### src/rtl/mux_arbiter.sv
// mux_arbiter: two-channel valid/ready arbiter feeding a 2:1 mux.
// Each input channel has a one-entry holding buffer. A round-robin FSM picks
// which full buffer drives the mux, and the muxed byte is captured in a
// registered output stage with its own valid/ready handshake.
// Optional grant counters are enabled by defining MUX_ARB_CNT_EN; without it
// gnt_cnt_a and gnt_cnt_b are tied to zero and no counter flops exist.
module mux_arbiter #(
  parameter int WIDTH = 8
) (
  input  logic             clk,
  input  logic             rst_n,
  input  logic             a_valid,
  output logic             a_ready,
  input  logic [WIDTH-1:0] a_data,
  input  logic             b_valid,
  output logic             b_ready,
  input  logic [WIDTH-1:0] b_data,
  output logic             out_valid,
  input  logic             out_ready,
  output logic [WIDTH-1:0] out_data,
  output logic             out_src,
  output logic [7:0]       gnt_cnt_a,
  output logic [7:0]       gnt_cnt_b
);

  typedef enum logic {PRI_A = 1'b0, PRI_B = 1'b1} arb_state_t;

  arb_state_t       state_q, state_d;
  logic             a_full_q, a_full_d;
  logic             b_full_q, b_full_d;
  logic [WIDTH-1:0] a_buf_q, a_buf_d;
  logic [WIDTH-1:0] b_buf_q, b_buf_d;
  logic             out_valid_q, out_valid_d;
  logic [WIDTH-1:0] out_data_q, out_data_d;
  logic             out_src_q, out_src_d;

  logic             load;
  logic             grant_a;
  logic             grant_b;
  logic             sel;
  logic [WIDTH-1:0] mux_f;
  logic             a_accept;
  logic             b_accept;

  // Ready comes from the full flag only, so there is no path from valid or out_ready.
  assign a_ready   = !a_full_q;
  assign b_ready   = !b_full_q;
  assign a_accept  = a_valid && !a_full_q;
  assign b_accept  = b_valid && !b_full_q;

  assign out_valid = out_valid_q;
  assign out_data  = out_data_q;
  assign out_src   = out_src_q;

  // Grant decision: a load needs a free (or draining) output slot and a full buffer;
  // when both buffers are full the FSM state breaks the tie.
  always_comb begin
    load    = (!out_valid_q || out_ready) && (a_full_q || b_full_q);
    grant_a = load && a_full_q && (!b_full_q || (state_q == PRI_A));
    grant_b = load && b_full_q && (!a_full_q || (state_q == PRI_B));
    sel     = grant_b;
    mux_f   = sel ? b_buf_q : a_buf_q;
  end

  // Next-state for buffers, arbiter state and the output register.
  always_comb begin
    state_d     = state_q;
    a_full_d    = a_full_q;
    b_full_d    = b_full_q;
    a_buf_d     = a_buf_q;
    b_buf_d     = b_buf_q;
    out_valid_d = out_valid_q;
    out_data_d  = out_data_q;
    out_src_d   = out_src_q;

    // Accept and grant on one channel are mutually exclusive (empty vs full).
    if (a_accept) begin
      a_buf_d  = a_data;
      a_full_d = 1'b1;
    end else if (grant_a) begin
      a_full_d = 1'b0;
    end

    if (b_accept) begin
      b_buf_d  = b_data;
      b_full_d = 1'b1;
    end else if (grant_b) begin
      b_full_d = 1'b0;
    end

    if (grant_a) begin
      state_d = PRI_B;
    end else if (grant_b) begin
      state_d = PRI_A;
    end

    // A load replaces a draining byte in the same edge, so there is no bubble.
    if (load) begin
      out_valid_d = 1'b1;
      out_data_d  = mux_f;
      out_src_d   = sel;
    end else if (out_valid_q && out_ready) begin
      out_valid_d = 1'b0;
    end
  end

  // Registers for the FSM, channel buffers and output stage; reset discards all data.
  always_ff @(posedge clk or negedge rst_n) begin
    if (!rst_n) begin
      state_q     <= PRI_A;
      a_full_q    <= 1'b0;
      b_full_q    <= 1'b0;
      a_buf_q     <= '0;
      b_buf_q     <= '0;
      out_valid_q <= 1'b0;
      out_data_q  <= '0;
      out_src_q   <= 1'b0;
    end else begin
      state_q     <= state_d;
      a_full_q    <= a_full_d;
      b_full_q    <= b_full_d;
      a_buf_q     <= a_buf_d;
      b_buf_q     <= b_buf_d;
      out_valid_q <= out_valid_d;
      out_data_q  <= out_data_d;
      out_src_q   <= out_src_d;
    end
  end

`ifdef MUX_ARB_CNT_EN
  logic [7:0] cnt_a_q, cnt_a_d;
  logic [7:0] cnt_b_q, cnt_b_d;

  // Saturating grant counters; they never wrap and clear only on reset.
  always_comb begin
    cnt_a_d = cnt_a_q;
    cnt_b_d = cnt_b_q;
    if (grant_a && (cnt_a_q != 8'hFF)) begin
      cnt_a_d = cnt_a_q + 8'd1;
    end
    if (grant_b && (cnt_b_q != 8'hFF)) begin
      cnt_b_d = cnt_b_q + 8'd1;
    end
  end

  // Counter registers.
  always_ff @(posedge clk or negedge rst_n) begin
    if (!rst_n) begin
      cnt_a_q <= 8'd0;
      cnt_b_q <= 8'd0;
    end else begin
      cnt_a_q <= cnt_a_d;
      cnt_b_q <= cnt_b_d;
    end
  end

  assign gnt_cnt_a = cnt_a_q;
  assign gnt_cnt_b = cnt_b_q;
`else
  assign gnt_cnt_a = 8'd0;
  assign gnt_cnt_b = 8'd0;
`endif

endmodule

### config.mk
export PLATFORM = sky130hd
export DESIGN_NAME = mux_arbiter
export DESIGN_NICKNAME = d
export VERILOG_FILES = /design/src/rtl/mux_arbiter.sv
export SDC_FILE = /design/constraint.sdc
export NUM_CORES = 1
export LEC_CHECK = 0
export CELL_PAD_IN_SITES_DETAIL_PLACEMENT = 1
export CELL_PAD_IN_SITES_GLOBAL_PLACEMENT = 1
export CORE_MARGIN = 8
export CORE_UTILIZATION = 37
export CTS_BUF_LIST = sky130_fd_sc_hd__clkbuf_8
export DETAILED_ROUTE_END_ITERATION = 7
export PLACE_DENSITY_LB_ADDON = 0.1
export SYNTH_ARGS = -nofsm -noshare
export SYNTH_HDL_FRONTEND = slang
export SYNTH_SLANG_ARGS = --single-unit
### constraint.sdc
create_clock -name clk -period 3.35 [get_ports clk]
set_input_delay 0.5025 -clock clk [delete_from_list [all_inputs] [get_ports clk]]
set_output_delay 0.5025 -clock clk [all_outputs]
set_load 0.02 [all_outputs]
## Word level (Yosys, flattened, before mapping)

Cells that the tools add are included.

- Reductions and logical operators: 19
- Bitwise operators: 1
- Muxes and demuxes: 8

Operators with widths:

| cell | count |
|---|---|
| logical AND 1 bit | 8 |
| two-way mux 8 bit | 1 |
| nonzero test 2 bit | 4 |
| two-way mux 1 bit | 7 |
| logical OR 1 bit | 4 |
| logical NOT 1 bit | 3 |
| inverter 1 bit | 1 |

- Logic and storage cells: 36
- Output and inout bits: 28
- Bits of input ports: 21
- Bits in registers: 29

## Depth between registers and ports, before layout

Gate-level depths: netlist of run 1.

- Depth after elaboration: 7
- Gate-level depth with buffers: 5
- Gate-level depth less buffers: 4

## Worst setup path before layout of run 1

No wires, ideal clock.

- Kind: input-to-reg
- Start point: input out_ready
- End point: register out_data_q[1] (netlist: out_data[1])
- Arrival time: 1.159 ns
- Data required time: 3.229 ns
- Path buffers: 1
- Cell stages on the path: 5
- Slack: 2.069 ns
- Library setup time: 0.121 ns
- Cell sequence: nand2b_1 > and3_1 > buf_2 > a21oi_1 > o21ai_1

- Longest elaborated chain between the ends: 5

RTL lines:

| what | line | RTL |
|---|---|---|
| from (decl) | 19 | `input logic out_ready,` |
| logical OR 1 bit (*) | 58 | `load = (!out_valid_q \|\| out_ready) && (a_full_q \|\| b_full_q);` |
| logical AND 1 bit (*) | 58 |  |
| logical AND 1 bit (2 in series) | 60 | `grant_b = load && b_full_q && (!a_full_q \|\| (state_q == PRI_B));` |
| two-way mux 8 bit | 62 | `mux_f = sel ? b_buf_q : a_buf_q;` |
| to (signal assigned) | 125 | `out_data_q <= out_data_d;` |
| to (decl) | 34 | `logic [WIDTH-1:0] out_data_q, out_data_d;` |

Mark *: on every way between the ends. The rest lies on a longest branch, timed or not.
A chain may end at the register's enable or synchronous reset.

## Worst setup path in the final report of run 1

- Start point: register a_full_q
- End point: output a_ready

- Longest elaborated chain between the ends: 1

RTL lines:

| what | line | RTL |
|---|---|---|
| from (decl) | 29 | `logic a_full_q, a_full_d;` |
| from (signal assigned) | 120 | `a_full_q <= a_full_d;` |
| logical NOT 1 bit | 46 | `assign a_ready = !a_full_q;` |
| to (decl) | 13 | `output logic a_ready,` |

Every way passes these cells.

==> reports/results.tsv, run 1 <==
stage	metric	value	unit
outcome	outcome	finished clean	
cts	H-tree Lvls	2	
floorplanning	io pins	49	
logic_synthesis	dominant cells by area after synthesis	dfrtp_1 56%, mux2_1 14%, buf_4 9.3%	
global_routing	Total GRT Usage	11.6	%
logic_synthesis	number of flops mapped to enable cells by yosys	0	
setup_path	critical path startpoint category	register	
detailed_routing	number of DRC markers in iteration 0	31	
power	sequential power share	41.8	%
detailed_routing	DRC	0	
logic_synthesis	sequential area share after synthesis	56.0	%
sta	Tcrit/Tclk final	57.8	%
power	Sw Ratio	36.5	%
global_routing	GRT overflow	0	
detailed_routing	ANT nets after route	0	
cells_and_area	fin util	49.7	%
global_routing	global-route wire length before repair	4.76	mm
power	NetSw	0.000546	W
power	peak supply drop	0.334	mV
global_routing	vias in the first global route	974	
logic_synthesis	top cells by count, synth	29 x dfrtp_1, 16 x buf_4, 16 x mux2_1, 14 x nor2_1	
power	power share of the clock group	17.0	%
sta	Final Max Tran Viols	0	
place	DP Area	0.00160	mm^2
cells_and_area	fin area	0.00167	mm^2
sta	Setup Viol. Count Final	0	
cells_and_area	area grow syn2layout	29.0	%
sta	Max-slew headroom	43.7	%
cells_and_area	Non-Filler Instances	196	
sta	Hold Vio Cnt, Final	0	
logic_synthesis	Synth Flop Type	dfrtp_1	
logic_synthesis	Cells after Synth	116	
job	Max-cap violations	0	
floorplanning	FP Rows	21	
floorplanning	area of the core	0.00336	mm^2
cts	TritonCTS clock tree	yes	
setup_path	critical setup path kind	register to output pin	
logic_synthesis	area share of the largest cell type after synthesis	56.0	%
power	Cell Pwr Density	895	mW/mm^2
sta	unrepaired setup endpoints after global routing	false	
floorplanning	Initial Util	38.5	%
power	Pint	0.000949	W
logic_synthesis	synthesized area per cell	11.2	um^2
cells_and_area	final net count	172	
cts	cts-stage hold buffer count	0	
cts	post-CTS setup buffer count	0	
sta	Least-Margin Pin Slew	842	ps
logic_synthesis	asr flop ratio synth	100	%
global_routing	initial antenna violation count	0	
logic_synthesis	Synth area leader	dfrtp_1	
logic_synthesis	number of synthesized register bits	29	
place	GPL Wtd Cong	0.697	
place	Place WS	1090	ps
floorplanning	Die W	75.2	um
sta	setup_tns	0	ps
cts	CTS Buffer Depth	2	
setup_path	Setup crit end kind	output pin	
power	Logic pwr share	41.2	%
place	placed cells	190	
logic_synthesis	synthesized area	0.00129	mm^2
floorplanning	total die area	0.00565	mm^2
floorplanning	die height	75.2	um
cells_and_area	layout cells sized above 1	6.67	%
cts	cts repair resizes	0	
logic_synthesis	dominant cell by count in the synthesized netlist	dfrtp_1	
detailed_routing	Detailed Routing Iterations Pass 1	3	
setup_path	worst path required time	2850	ps
cts	Clock Latency Late Sink	270	ps
global_routing	pin count of the biggest net entering global routing	30	
detailed_routing	DR vias/cell	4.52	
cts	CTS Buf Count	5	
sta	worst clock skew	2.58	ps
hold_path	hold crit path type	register to register	
power	P_leak	0.742	nW
sta	Fmax	0.516	GHz
cells_and_area	number of diodes	0	
logic_synthesis	post-synth cell types	17	
sta	Worst Slack Setup Final	1410	ps
detailed_routing	drt total wl	2.94	mm
cts	clk sinks	29	
detailed_routing	routed vias	886	
place	I/O Buffers	32	
setup_path	Worst Path Max Fanout	5	
detailed_routing	WL per Instance	15.0	um
cts	clk root buf	clkbuf_8	
sta	Tmin final	1940	ps
place	post-detail-place hpwl	2.22	mm
setup_path	Worst Path Arrival	1430	ps
logic_synthesis	Ys Warns	0	
cts	clk slew on worst S/H paths	60	ps
[sequential cells by signal, indices dropped and copies added, names as in the netlist]
register,flops
b_buf_q,8
out_valid,1
out_data,8
a_buf_q,8
b_full_q,1
a_full_q,1
out_src,1
state_q,1
[cell families after synthesis]
family	synth area share, %
DFF	56.0
other	0.290
muxes	13.9
buffers and inverters	11.4
and+or+nand+nor	8.99
AOI/OAI and AO/OA	9.37
[area by class of cell]
type | instances | area, um^2
inverters | 2 | 7.51
multi-input cells | 80 | 478
flip-flops and latches | 29 | 726
well taps | 46 | 57.6
fillers | 415 | 1690
clock buffers | 5 | 68.8
clock inverters | 1 | 5.00
repair buffers | 33 | 328
[critical path: stages, from the launching register on]
cell and delay, ps:
dfrtp_1 420, inv_2 120, clkdlybuf4s50_1 620
[stage by stage]
stage	total power, W	hold slack, ps
floorplan	0.00102	207
global placement	0.00124	462
detailed placement	0.00127	475
CTS	0.00153	488
global route	0.00162	504
finish	0.00149	479
[power by group through the flow]
| stage | Clock (W) | Sequential (W) | Combinational (W) |
|---|---|---|---|
| global placement | 0 | 0.000623 | 0.000615 |
| global route | 0.000279 | 0.000651 | 0.000689 |
| finish | 0.000254 | 0.000625 | 0.000615 |
| detailed placement | 0 | 0.000632 | 0.000633 |
| CTS | 0.000268 | 0.000626 | 0.000634 |
| floorplan | 0 | 0.000680 | 0.000342 |
[final timing paths]
check                                  from     endpoint  slack (ps)  cells past startpoint
worst min register to register  out_data[0]  out_data[0]         480                      2
min in group asynchronous             rst_n  out_data[5]         620                      2
worst max register to register     a_full_q   a_buf_q[2]        1740                      2
worst max-delay path               a_full_q      a_ready        1410                      2
max in group asynchronous             rst_n      state_q        2460                      2
worst min-delay path            out_data[0]  out_data[0]         480                      2
[layout by cell type (no fill, tap or decap)]
master	instances
clkdlybuf4s50_1	32
dfrtp_1	29
mux2_1	16
conb_1	16
nor2_1	14
nand2_1	9
o21ai_1	9
a21oi_1	8
clkbuf_8	5
inv_2	2
nor2b_1	2
nand2b_1	1
o211a_1	1
a21boi_4	1
and3_1	1
nand3_1	1
a21o_1	1
clkinv_2	1
buf_4	1
[metal layers]
metal / GRT usage [%] / wire length [um] / share of wire [%]
met1: 13.6 / 1250 / 42
met2: 17.9 / 1420 / 48
met3: 5.19 / 249 / 8.5
met4: 4.48 / 24 / 0.82
met5: 0 / 0 / 0
(Power assumes the default switching activity.)
==> inputs of run 2 (changes only) <==
--- a/config.mk
+++ b/config.mk
@@ -8,7 +8,7 @@
 export CELL_PAD_IN_SITES_DETAIL_PLACEMENT = 1
 export CELL_PAD_IN_SITES_GLOBAL_PLACEMENT = 1
 export CORE_MARGIN = 8
-export CORE_UTILIZATION = 37
+export CORE_UTILIZATION = 34
 export CTS_BUF_LIST = sky130_fd_sc_hd__clkbuf_8
 export DETAILED_ROUTE_END_ITERATION = 7
 export PLACE_DENSITY_LB_ADDON = 0.1
==> constraint.sdc (replaced) <==
create_clock -name clk -period 2 [get_ports clk]
set_input_delay 0.3 -clock clk [delete_from_list [all_inputs] [get_ports clk]]
set_output_delay 0.3 -clock clk [all_outputs]
set_load 0.02 [all_outputs]
==> run 2 against run 1 <==
Largest cell class unchanged. Global-route usage shrank 1.0 points. Highest routed layer unchanged. Clock power grew 85%. Clock-buffer cell count grew 1. Sequential power grew 68%. Critical path depth is the same. Sequential cell count is the same. Die area grew 6.9%. Register-to-register slack lost 1000 ps.
==> reports/results.tsv, run 2 (synthesis results as in run 1) <==
stage	metric	value	unit
cells_and_area	register area	726	um^2
sta	Tmin final	1740	ps
detailed_routing	drt total wl	2.91	mm
cts	post-CTS setup buffer count	0	
power	P_leak	0.761	nW
power	peak supply drop	0.535	mV
sta	Hold Vio Cnt, Final	0	
cts	H-tree Lvls	2	
place	GPL Wtd Cong	0.701	
global_routing	GRT met3 Usage	5.53	%
sta	Max-slew headroom	54.2	%
detailed_routing	DR vias/cell	4.41	
cts	cts-stage hold buffer count	0	
cells_and_area	most frequent cells in the layout	32 x clkdlybuf4s50_1, 29 x dfrtp_1, 16 x mux2_1, 16 x conb_1, 14 x nor2_1	
sta	worst clock skew	3.76	ps
setup_path	R2R depth	3	
setup_path	critical path startpoint category	register	
setup_path	R2R Path End	out_data[0]	
sta	Setup Viol. Count Final	0	
outcome	outcome	finished clean	
sta	Final Max Tran Viols	0	
detailed_routing	WL per Instance	14.5	um
detailed_routing	Detailed Routing Iterations Pass 1	4	
sta	setup_tns	0	ps
setup_path	crit path max-delay cell type	clkdlybuf4s50_1	
setup_path	worst path required time	1700	ps
sta	Tcrit/Tclk final	87.0	%
cts	clk sinks	29	
hold_path	hold crit path type	input port to asynchronous set/reset pin	
cts	cts repair resizes	0	
setup_path	worst setup path endpoint	a_ready	
power	PnR Total Power	0.00256	W
cells_and_area	area grow syn2layout	31.3	%
cts	Clock Latency Late Sink	280	ps
cts	CTS Buffer Depth	2	
setup_path	kind of cell adding the most delay to the critical path	buffers and inverters	
global_routing	gr busiest metal	met2	
global_routing	met1 Usage GRT	11.3	%
cts	clk root buf	clkbuf_8	
cells_and_area	fin area	0.00170	mm^2
cells_and_area	fin util	46.4	%
floorplanning	area of the core	0.00366	mm^2
global_routing	initial antenna violation count	0	
job	Max-cap violations	0	
setup_path	reg-to-reg slack, setup	710	ps
global_routing	vias in the first global route	1036	
cts	clk slew on worst S/H paths	60	ps
detailed_routing	DRC	0	
setup_path	critical setup path kind	register to output pin	
floorplanning	io pins	49	
setup_path	first element of the critical path	a_full_q	
place	post-detail-place hpwl	2.13	mm
setup_path	crit path cell chain	inv_2 > clkdlybuf4s50_1	
cells_and_area	Fill cells	417	
setup_path	Worst Path Max Fanout	5	
detailed_routing	routed vias	887	
setup_path	Worst Path Arrival	1440	ps
cells_and_area	commonest non-fill, non-tap cell in the layout	clkdlybuf4s50_1	
place	DP Area	0.00161	mm^2
cells_and_area	final net count	174	
global_routing	global-route wire length before repair	4.94	mm
cts	CTS Buf Count	5	
cells_and_area	number of diodes	0	
sta	Least-Margin Pin Slew	683	ps
floorplanning	Initial Util	35.4	%
power	Cell Pwr Density	1510	mW/mm^2
setup_path	reg2reg start	b_full_q	
global_routing	GRT overflow	0	
cells_and_area	layout cells sized above 1	7.84	%
floorplanning	die height	77.7	um
floorplanning	FP Rows	22	
floorplanning	total die area	0.00604	mm^2
detailed_routing	ANT nets after route	0	
cells_and_area	Multi-input gate area	478	um^2
detailed_routing	number of DRC markers in iteration 0	34	
setup_path	Crit path depth	2	
cts	TritonCTS clock tree	yes	
floorplanning	Die W	77.7	um
setup_path	CP Buf/Inv Count	2	
sta	unrepaired setup endpoints after global routing	false	
global_routing	Total GRT Usage	10.5	%
setup_path	Setup crit end kind	output pin	
place	I/O Buffers	32	
setup_path	max incr delay on CP	610	ps
sta	Fmax	0.574	GHz
global_routing	pin count of the biggest net entering global routing	30	
global_routing	M2 GR Usage	16.2	%
run 2: changes by cell type in the layout (fill, tap and decap cells not counted), sizes merged:
cell	delta
inv	+1
clkinv	-1
buf	+2
clkbuf	+1
run 2: where the power goes:
part	switching (W)	internal [W]	total, W
combinational	0.000548	0.000492	0.00104
sequential	0.000166	0.000883	0.00105
clock	0.000204	0.000267	0.000471
total	0.000918	0.00164	0.00256
run 2: final cells by class:
class | instances | share of cell area [%]
inverter | 2 | 0.442
clock inverter | 1 | 0.221
sequential | 29 | 42.7
tap | 48 | 3.53
multi-input combinational | 80 | 28.1
clock buffer | 6 | 4.86
timing repair buffer | 35 | 20.2
run 2: how the worst min path moves through the flow:
stage,slack (ps),start,to
2_1_floorplan,4,rst_n,a_buf_q[0]
3_3_place_gp,460,out_src,out_src
3_5_place_dp,460,out_src,out_src
4_1_cts,420,rst_n,out_src
5_1_grt,430,rst_n,a_buf_q[2]
6_report,410,rst_n,out_src
run 2: through the flow:
stage	setup WS (ps)	instances	hold WS, ps
floorplan	827	131	4.41
global placement	358	194	465
detailed placement	326	194	465
CTS	246	201	418
global route	190	201	431
finish	259	201	408
run 2: per-layer routing:
layer  vias up  wire (um)
met5         -          0
li1        423          -
met4         0         70
met3         7        273
met2        33       1370
met1       424       1200
run 2: worst reg2reg max path: cells and delay by family (launching register included):
family             cells  cell delay, ps
AOI/OAI and AO/OA      2             670
DFF                    1             430
and+or+nand+nor        1             110
